--- src/rtl/dmem_arbiter_pkg.sv ---
// dmem_arbiter_pkg
// Shared definitions for the data-memory arbiter slice.
// Contents:
//   owner_t         - encoding of who owns a memory access
//                     (OWN_NONE / OWN_CPU / OWN_ACC)
//   DEFAULT_ADDR_W  - default word-address width
//   DEFAULT_DATA_W  - default data width
//   DEFAULT_CNT_W   - default width of the conflict counter
package dmem_arbiter_pkg;

   localparam int DEFAULT_ADDR_W = 14;
   localparam int DEFAULT_DATA_W = 32;
   localparam int DEFAULT_CNT_W  = 16;

   typedef enum logic [1:0] {
      OWN_NONE = 2'd0,
      OWN_CPU  = 2'd1,
      OWN_ACC  = 2'd2
   } owner_t;

endpackage

--- src/rtl/sat_counter.sv ---
// sat_counter
// Up-counter that sticks at all-ones instead of wrapping.
// Ports:
//   clk    in   system clock
//   reset  in   synchronous, active-high; clears the count
//   inc    in   add one this cycle (ignored once saturated)
//   count  out  current count, WIDTH bits
module sat_counter #(
   parameter int WIDTH = 16
) (
   input  logic             clk,
   input  logic             reset,
   input  logic             inc,
   output logic [WIDTH-1:0] count
);

   localparam logic [WIDTH-1:0] ONE = WIDTH'(1);

   // The count only moves while it is below all-ones, so once it reaches
   // the top it stays there until the next reset.
   always_ff @(posedge clk) begin
      if (reset) begin
         count <= '0;
      end else if (inc && (count != '1)) begin
         count <= count + ONE;
      end
   end

endmodule

--- src/rtl/dmem_arbiter.sv ---
// dmem_arbiter
// Shares one single-port synchronous data memory between the MIPS CPU
// load/store port and the Mandelbrot pixel accelerator. At most one access
// is issued per cycle; ties are broken round-robin. Read data returns one
// cycle after issue together with a one-cycle ready pulse.
// Ports:
//   clk, reset                       clock, synchronous active-high reset
//   cpu_req/we/addr/wdata      in    CPU request, held until cpu_ready
//   cpu_rdata, cpu_ready       out   CPU completion and load data
//   cpu_stall                  out   CPU request still waiting
//   acc_req/we/addr/wdata      in    accelerator request, held until acc_ready
//   acc_rdata, acc_ready       out   accelerator completion and load data
//   mem_en/we/addr/wdata       out   memory command for this cycle
//   mem_rdata                  in    memory read data, cycle after mem_en
//   conflicts                  out   saturating count of tie cycles
module dmem_arbiter
   import dmem_arbiter_pkg::*;
#(
   parameter int ADDR_W = DEFAULT_ADDR_W,
   parameter int DATA_W = DEFAULT_DATA_W,
   parameter int CNT_W  = DEFAULT_CNT_W
) (
   input  logic              clk,
   input  logic              reset,

   input  logic              cpu_req,
   input  logic              cpu_we,
   input  logic [ADDR_W-1:0] cpu_addr,
   input  logic [DATA_W-1:0] cpu_wdata,
   output logic [DATA_W-1:0] cpu_rdata,
   output logic              cpu_ready,
   output logic              cpu_stall,

   input  logic              acc_req,
   input  logic              acc_we,
   input  logic [ADDR_W-1:0] acc_addr,
   input  logic [DATA_W-1:0] acc_wdata,
   output logic [DATA_W-1:0] acc_rdata,
   output logic              acc_ready,

   output logic              mem_en,
   output logic              mem_we,
   output logic [ADDR_W-1:0] mem_addr,
   output logic [DATA_W-1:0] mem_wdata,
   input  logic [DATA_W-1:0] mem_rdata,

   output logic [CNT_W-1:0]  conflicts
);

   owner_t inflight;
   owner_t inflightNext;
   owner_t lastGrant;
   owner_t lastGrantNext;
   owner_t grant;

   logic cpuEligible;
   logic accEligible;
   logic bothEligible;

   // Arbitration and memory command mux. A requester whose access is
   // completing this cycle still shows req high, so it is excluded until its
   // ready pulse is over. On a tie the requester that did not win last time
   // goes first. Only the granted requester's signals reach the memory; an
   // idle cycle drives all-zero command fields.
   always_comb begin
      grant         = OWN_NONE;
      mem_en        = 1'b0;
      mem_we        = 1'b0;
      mem_addr      = '0;
      mem_wdata     = '0;
      cpuEligible   = cpu_req && (inflight != OWN_CPU);
      accEligible   = acc_req && (inflight != OWN_ACC);
      bothEligible  = cpuEligible && accEligible;

      if (bothEligible) begin
         grant = (lastGrant == OWN_CPU) ? OWN_ACC : OWN_CPU;
      end else if (cpuEligible) begin
         grant = OWN_CPU;
      end else if (accEligible) begin
         grant = OWN_ACC;
      end

      case (grant)
         OWN_CPU: begin
            mem_en    = 1'b1;
            mem_we    = cpu_we;
            mem_addr  = cpu_addr;
            mem_wdata = cpu_wdata;
         end
         OWN_ACC: begin
            mem_en    = 1'b1;
            mem_we    = acc_we;
            mem_addr  = acc_addr;
            mem_wdata = acc_wdata;
         end
         default: begin
         end
      endcase

      inflightNext  = grant;
      lastGrantNext = (grant == OWN_NONE) ? lastGrant : grant;
   end

   // Ownership registers. Reset abandons any access in flight (no ready
   // pulse follows) and points last-grant at the accelerator so the CPU
   // wins the first tie afterwards.
   always_ff @(posedge clk) begin
      if (reset) begin
         inflight  <= OWN_NONE;
         lastGrant <= OWN_ACC;
      end else begin
         inflight  <= inflightNext;
         lastGrant <= lastGrantNext;
      end
   end

   // Completion side. Whoever issued last cycle gets the ready pulse and the
   // memory's read data; the other side sees zero data. The CPU stalls for
   // as long as it is asking and has not been answered.
   always_comb begin
      cpu_ready = (inflight == OWN_CPU);
      acc_ready = (inflight == OWN_ACC);
      cpu_rdata = cpu_ready ? mem_rdata : '0;
      acc_rdata = acc_ready ? mem_rdata : '0;
      cpu_stall = cpu_req && !cpu_ready;
   end

   // Tie cycles are counted for performance tuning of the accelerator's
   // memory access pattern.
   sat_counter #(
      .WIDTH (CNT_W)
   ) u_conflict_cnt (
      .clk   (clk),
      .reset (reset),
      .inc   (bothEligible),
      .count (conflicts)
   );

endmodule

--- config.mk ---
export PLATFORM = sky130hd
export DESIGN_NAME = dmem_arbiter
export DESIGN_NICKNAME = d
export VERILOG_FILES = /design/src/rtl/dmem_arbiter_pkg.sv /design/src/rtl/sat_counter.sv /design/src/rtl/dmem_arbiter.sv
export SDC_FILE = /design/constraint.sdc
export NUM_CORES = 1
export LEC_CHECK = 0
export ABC_AREA = 0
export CAP_MARGIN = 20
export CORE_AREA = 2 2 101 103
export DETAILED_ROUTE_END_ITERATION = 10
export DIE_AREA = 0 0 103 105
export PLACE_DENSITY = 0.7
export SYNTH_ARGS = -nofsm -noshare
export SYNTH_HDL_FRONTEND = slang
export SYNTH_HIERARCHICAL = 1
export SYNTH_SLANG_ARGS = --single-unit
--- constraint.sdc ---
create_clock -name clk -period 5.75 [get_ports clk]
set_input_delay 1.15 -clock clk [delete_from_list [all_inputs] [get_ports clk]]
set_output_delay 1.15 -clock clk [all_outputs]
set_load 0.02 [all_outputs]
# Yosys cells after proc, flatten, opt, wreduce, memory -nomap -nowiden
# Cells that the tools add are included.
dict set report classes {
  addsub 1
  n_eq_ne 8
  n_mux 10
  reduce_logical 8
}
# op count
set ops {}
lappend ops {{$mux W32} 2}
lappend ops {{$pmux W32 S2} 1}
lappend ops {{$pmux W14 S2} 1}
lappend ops {{$add A16 B1 Y16 const B} 1}
lappend ops {{$ne A16 B16 Y1 const B} 1}
lappend ops {{$mux W2} 4}
lappend ops {{$eq A2 B1 Y1 const B} 3}
lappend ops {{$logic_and A1 B1 Y1} 5}
lappend ops {{$eq A2 B2 Y1 const B} 2}
lappend ops {{$logic_not A2 Y1} 1}
lappend ops {{$ne A2 B1 Y1 const B} 1}
lappend ops {{$ne A2 B2 Y1 const B} 1}
lappend ops {{$pmux W1 S2} 1}
lappend ops {{$reduce_or A2 Y1} 1}
lappend ops {{$logic_not A1 Y1} 1}
lappend ops {{$mux W1} 1}
dict set report totals {
  register_bits 20
  output_inout_bits 131
  word_cells 30
}

# Depth between registers and ports, before layout
# Gate-level depths: netlist (run 1).
dict set report depth {
  word_depth 8
  ltp_mapped 7
  depth_no_buf 7
}

# Hierarchy
# The synthesis (run 1) kept the hierarchy.
# mod instances cells_each area_per_inst_um2
set by_module_without_submodules {}
lappend by_module_without_submodules {dmem_arbiter 1 154 1127.3}
lappend by_module_without_submodules {sat_counter 1 99 848.3}

# Least setup slack after synthesis (run 1)
# OpenSTA, ideal clock, no wires.
dict set report synth_timing {
  path_kind {input to output}
  startpoint {input cpu_req}
  endpoint {output mem_wdata[23]}
  t_arrival_ps 1970
  required_ps 4600
  path_slack_ps 2630
  stages 6
  cell_sequence {inv_2 -> o21ai_2 -> a21boi_2 -> buf_4 -> buf_6 -> a22o_1}
}
dict set report synth_between {
  elab_chain_len 5
  elab_cells_between_ends 7
  cone_classes {2 x eq/ne; 3 x mux; 2 x reduce/logical}
}
# element line
set synth_lines {}
lappend synth_lines {{from (decl)} dmem_arbiter.sv:26} ;# input logic cpu_req,
lappend synth_lines {{$logic_and A1 B1 Y1 *} dmem_arbiter.sv:71} ;# cpuEligible = cpu_req && (inflight != OWN_CPU);
lappend synth_lines {{$mux W2 or $logic_and A1 B1 Y1 (tied branches)} {dmem_arbiter.sv:77, dmem_arbiter.sv:73}}
lappend synth_lines {{$mux W2 *} dmem_arbiter.sv:75} ;# if (bothEligible) begin
lappend synth_lines {{$eq A2 B2 Y1 or $eq A2 B1 Y1 (tied branches)} dmem_arbiter.sv:83} ;# case (grant)
lappend synth_lines {{$pmux W32 S2 *} dmem_arbiter.sv:83}
lappend synth_lines {{to (decl)} dmem_arbiter.sv:44} ;# output logic [DATA_W-1:0] mem_wdata,
# Mark *: on every way between the ends. The rest lies on a longest branch, timed or not.

# Worst setup path after layout (run 1)
dict set report layout_timing {
  startpoint {input cpu_req}
  endpoint {output mem_wdata[26]}
}
# Same word-level chain as after synthesis.

==> results.md, run 1 <==
- CP max FO: 37
- TritonRoute pass-1 iters: 4
- Die width: 103 um
- Initial antenna violation count: 5
- # rows: 36
- Syn_area_per_cell: 7.81 um^2
- Die area: 10800 um^2
- Most common cell in the netlist: and2_1
- Ys async rst share: 0
- Crit path DAT: 3.69 ns
- Vias per std cell: 4.54
- Maximum Capacitance Violations: 0
- Seq/Total Area, Yosys: 0.203
- Worst skew pair latency: 0.26 ns
- Most area-hungry cell type in the Yosys netlist: a22o_1
- Root Driver: clkbuf_8
- TritonCTS clock tree: yes
- Fin crit share: 0.842
- Layout cell share with drive strength beyond 1: 0.0341
- Startpoint types: input port
- Setup Fix Bufs, Post-CTS: 0
- Avg WL per Cell: 18.1 um
- Largest net degree at the start of global routing: 38
- Cells on Worst Hold Path: 2
- Die H: 105 um
- Reg area: 400 um^2
- Max_slew headroom: 0.371
- Clk sinks: 20
- Clock Skew: 0.00417 ns
- Post-synth top area share: 0.208
- Total power: 643 uW
- Global Route Usage Sum: 0.196
- Worst hold slack: 0.538 ns
- Period minus WS final: 4.84 ns
- R2r endpoint: u_conflict_cnt/count[11]
- Leakage: 0.00175 uW
- Total wire length: 11600 um
- Post-CTS sizing: 0
- Setup TNS: 0 ns
- Worst-Margin Slew: 0.941 ns
- Most frequent cells after synthesis: and2_1 (64), a22o_1 (47), dfxtp_1 (20), a21oi_1 (12)
- Antenna viol nets, final: 0
- Synthesized Nets: 384
- Initial Utilization: 0.205
- Top FF cell, synth: dfxtp_1
- Hold EP: u_conflict_cnt/count[0]
- PwrDens: 136 nW/um^2
- FF-to-FF Start: inflight[1]
- DP HPWL: 9730 um
- Outcome: finished, final reports clean
- Bufs on Longest Clock Path: 2
- CTS buffer count: 3
- Final Max Tran Viols: 0
- R2R setup slack: 3.32 ns
- Multi-input logic area: 1440 um^2
- Grt total ovfl: 0
- R2R depth: 6
- DR vias: 2899
- EDFF count, synth: 0
- DRC: 0
- FF+latch count, synth: 20
- Max IR drop VDD: 84.7 uV
- GPL Wtd Cong: 0.874
- Yosys cell types: 42
- Area growth from synthesis to layout: 140%
- Crit path capture type: output pin
- Core Box Area: 9640 um^2
- Min-delay worst type: register to register
- Final hold violation count: 0
- RSZ-0062 raised after global routing: false
- Cell count after synthesis: 253
- Vias in the first global route: 2790
- Setup violators final: 0
- Hold path start: u_conflict_cnt/count[0]
- I/O Buffers: 260
- Post-synthesis cell area: 1980 um^2
- Critical Path RT: 4.60 ns
- Fmax: 0.207 GHz
- WS Path Type: input port to output pin
- Hold Buf Count CTS: 0
- Fill count: 944
- Post-layout net count: 631
- CTS clk-pin slew, worst paths: 0.08 ns
- Fin util: 0.492
- Initial DRC count: 146
- First-pass GRT wire length: 16200 um
- H-tree depth: 1
- Syn. warnings: 6
- Boundary pin count: 261
- Top cells by area, synth: a22o_1 (21%), and2_1 (20%), dfxtp_1 (20%)
-- through the flow --
step,worst slack [ns],instance area (um^2),instances
after floorplan,2.63,1980,253
after global placement,0.987,4650,628
after detailed placement,0.938,4650,628
after CTS,0.930,4720,632
after global routing,0.804,4730,633
final,0.909,4740,638
-- report_power, final --
| part | total (uW) | switching, uW | internal (uW) |
|---|---|---|---|
| clock | 144 | 51.5 | 93.0 |
| sequential | 143 | 2.00 | 141 |
| combinational | 355 | 156 | 199 |
| total | 643 | 209 | 434 |
-- state kept, by name (all words and copies together) (netlist names) --
register,cells
inflight,2
lastGrant,2
u_conflict_cnt/count,16
-- worst max path at each step --
stage                       start             to  cells past startpoint
final                     cpu_req  mem_wdata[26]                      7
after global routing      cpu_req  mem_wdata[28]                      7
after CTS                 cpu_req  mem_wdata[28]                      7
after detailed placement  cpu_req  mem_wdata[28]                      7
after global placement    cpu_req  mem_wdata[30]                      7
after floorplan           cpu_req  mem_wdata[23]                      6
-- cell type report --
| class | instances | share of cell area |
|---|---|---|
| Clock buffer | 3 | 0.00871 |
| Clock inverter | 1 | 0.00634 |
| Antenna cell | 6 | 0.00317 |
| Multi-Input combinational cell | 206 | 0.304 |
| Tap cell | 133 | 0.0351 |
| Inverter | 7 | 0.00555 |
| Sequential cell | 20 | 0.0845 |
| Timing Repair Buffer | 262 | 0.552 |
-- kinds of logic (layout without fill, tap and decap cells) --
family                   count (synthesis)  in the layout  share of synthesized area
adder cells (fa/ha/maj)                  1              1                    0.00633
other                                    0              6                          0
XOR/XNOR                                 2              2                    0.00887
multiplexers                             2              2                     0.0108
buffers and inverters                   27            273                     0.0754
AND/OR/NAND/NOR                        125            125                      0.393
AO/OA/AOI/OAI                           76             76                      0.303
flip-flops                              20             20                      0.203
-- critical path: stages --
cell             delay [ns]
clkdlybuf4s50_1        0.46
inv_2                  0.13
o21ai_2                0.09
a21boi_4               0.74
buf_4                  0.33
a22o_1                 0.17
clkdlybuf4s50_1        0.61
-- placed cells by master, fill, tap and decap left out, types with 2 or more instances in the layout --
| cell type | count |
|---|---|
| a21oi_1 | 12 |
| inv_2 | 2 |
| nand2b_1 | 2 |
| nor2_1 | 8 |
| nand2_1 | 9 |
| or4_1 | 7 |
| nand3b_1 | 2 |
| nand3_1 | 6 |
| clkbuf_8 | 3 |
| or3_1 | 3 |
| nand4_1 | 3 |
| a22o_1 | 47 |
| buf_4 | 2 |
| and2_1 | 64 |
| nor2b_1 | 3 |
| dfxtp_1 | 20 |
| nor4_1 | 2 |
| and4_1 | 3 |
| inv_1 | 5 |
| clkdlybuf4s50_1 | 260 |
| o21ai_0 | 4 |
| o31ai_1 | 6 |
| nor3_1 | 6 |
| xnor2_1 | 2 |
| diode_2 | 6 |
-- metal layers --
layer,wire length (um),track usage
met3,1460,0.0836
met4,95,0.0244
met2,5130,0.309
met1,4890,0.255
met5,0,0
Note: power is estimated with default switching activity, not from simulation.
==> inputs of run 2 (changes only) <==
--- a/config.mk
+++ b/config.mk
@@ -7,10 +7,10 @@
 export LEC_CHECK = 0
 export ABC_AREA = 0
 export CAP_MARGIN = 20
-export CORE_AREA = 2 2 101 103
+export CORE_AREA = 2 2 102 104
 export DETAILED_ROUTE_END_ITERATION = 10
-export DIE_AREA = 0 0 103 105
-export PLACE_DENSITY = 0.7
+export DIE_AREA = 0 0 104 106
+export PLACE_DENSITY = 0.71
 export SYNTH_ARGS = -nofsm -noshare
 export SYNTH_HDL_FRONTEND = slang
 export SYNTH_HIERARCHICAL = 1
==> constraint.sdc (replaced) <==
create_clock -name clk -period 4 [get_ports clk]
set_input_delay 0.8 -clock clk [delete_from_list [all_inputs] [get_ports clk]]
set_output_delay 0.8 -clock clk [all_outputs]
set_load 0.02 [all_outputs]
==> run 2 against run 1 <==
  * Combinational power rose by 47%
  * Utilization fell by 1.7 points
  * Register-to-register slack got worse by 1.7 ns
  * Critical path type unchanged
  * Routed wire length rose by 3.6%
  * Clock skew rose by 0.0025 ns
  * Critical path depth fell by 1
  * Flip-flop and latch count did not move
  * Count of clock-buffer cells in the layout did not move
  * Sequential power rose by 44%
  * Sequential share of layout area barely moved
==> results.md, run 2 (same netlist as run 1, synthesis figures left out) <==
- WS Path Type: input port to output pin
- Initial DRC count: 120
- Setup ws final: 0.221 ns
- Fill count: 952
- Die width: 104 um
- Bufs on Longest Clock Path: 2
- TritonRoute pass-1 iters: 4
- Vias per std cell: 4.65
- First-pass GRT wire length: 17100 um
- Max IR drop VDD: 115 uV
- Worst hold slack: 0.536 ns
- Largest regs: u_conflict_cnt/count: 16 flops, inflight: 2 flops, lastGrant: 2 flops
- Hold path start: lastGrant[0]
- Layout cell share with drive strength beyond 1: 0.0380
- Hold EP: lastGrant[0]
- RSZ-0062 raised after global routing: false
- R2R setup slack: 1.59 ns
- Boundary pin count: 261
- FF-to-FF Start: inflight[1]
- Commonest non-fill, non-tap cell in the layout: clkdlybuf4s50_1
- Cells on Worst Hold Path: 2
- Avg WL per Cell: 18.8 um
- Startpoint types: input port
- DRC: 0
- CP max FO: 24
- Clk sinks: 20
- Post-layout net count: 632
- Reg area: 400 um^2
- Largest net degree at the start of global routing: 50
- H-tree depth: 1
- Initial antenna violation count: 1
- Fin crit share: 0.945
- # rows: 37
- Most frequent cells in the layout: clkdlybuf4s50_1 (259), and2_1 (64), a22o_1 (47)
- Crit path capture type: output pin
- R2R depth: 6
- R2r endpoint: u_conflict_cnt/count[11]
- Outcome: finished, final reports clean
- Vias in the first global route: 2808
- Max_slew headroom: 0.459
- Initial Utilization: 0.198
- Worst skew pair latency: 0.26 ns
- Period minus WS final: 3.78 ns
- Clock Skew: 0.00667 ns
- Post-Layout Cell Count: 636
- Area growth from synthesis to layout: 140%
- DP HPWL: 9750 um
- Final hold violation count: 0
- Ant diodes: 0
- PwrDens: 196 nW/um^2
- GPL Wtd Cong: 0.899
- Total wire length: 12000 um
- Grt total ovfl: 0
- Die H: 106 um
- Maximum Capacitance Violations: 0
- Hold Buf Count CTS: 0
- CTS buffer count: 3
- Core Box Area: 10000 um^2
- Antenna viol nets, final: 0
- CTS clk-pin slew, worst paths: 0.07 ns
- Critical Path RT: 3.20 ns
- Largest register FFs: 16
- Multi-input logic area: 1450 um^2
- Leakage: 0.00176 uW
- Crit path DAT: 2.98 ns
- Setup violators final: 0
- TritonCTS clock tree: yes
- Global Route Usage Sum: 0.200
- I/O Buffers: 260
- Final Max Tran Viols: 0
- Min-delay worst type: register to register
- DR vias: 2959
- Placed instance count: 631
- Setup Slack @ Placement: -0.0348 ns
- Worst-Margin Slew: 0.809 ns
- Die area: 11000 um^2
- Root Driver: clkbuf_8
- Biggest register: u_conflict_cnt/count
- Fmax: 0.265 GHz
==> run 2: timing repair <==
| action | in CTS | in global routing |
|---|---|---|
| cloned | 1 | 0 |
| endpoints found under the setup margin | 8 | 22 |
| endpoints found under the hold margin | 0 | 0 |
| gates resized for setup | 0 | 1 |
| pin swaps | 1 | 0 |
| buffers inserted | 0 | 0 |
==> run 2: worst max path at each step <==
stage	from	to	slack (ns)	depth (start not counted)
final	acc_req	mem_wdata[5]	0.22	6
after floorplan	cpu_req	mem_wdata[23]	1.58	6
after CTS	acc_req	mem_addr[13]	0.06	6
after global placement	acc_req	mem_wdata[5]	0.01	6
after global routing	acc_req	mem_wdata[5]	0.16	6
after detailed placement	acc_req	mem_wdata[5]	-0.03	6
==> run 2: worst max-delay path, stage by stage <==
cell and delay, ns:
clkdlybuf4s50_1 0.46, nand3b_1 0.13, a21oi_2 0.13, nor2_4 0.51
a22o_1 0.30, clkdlybuf4s50_1 0.64
==> run 2: routing by layer <==
layer / GRT usage / routed length [um] / up-vias
li1: - / - / 1428
met1: 0.276 / 5420 / 1382
met2: 0.320 / 5480 / 141
met3: 0.0619 / 1010 / 6
met4: 0.0154 / 58 / 2
met5: 0 / 12 / -
==> run 2: power breakdown <==
part | internal (uW) | switching (uW)
Sequential | 203 | 3.16
Clock | 134 | 69.3
Combinational | 289 | 232
Total | 625 | 305
==> run 2: layout make-up <==
cell class / count / share of cell area
multi-input combinational: 207 / 0.306
clock inverter: 1 / 0.00632
tap: 136 / 0.0358
sequential: 20 / 0.0843
inverter: 7 / 0.00553
clock buffer: 3 / 0.00870
timing repair buffer: 262 / 0.553
==> run 2: metrics by stage <==
stage               area, um^2  setup TNS [ns]  utilization  total power (uW)
finish                    4750               0        0.475               930
global route              4750               0        0.475               973
CTS                       4740               0        0.474               939
detailed placement        4670          -0.127        0.467               724
global placement          4670               0        0.467               724
floorplan                 1980               0            -               424
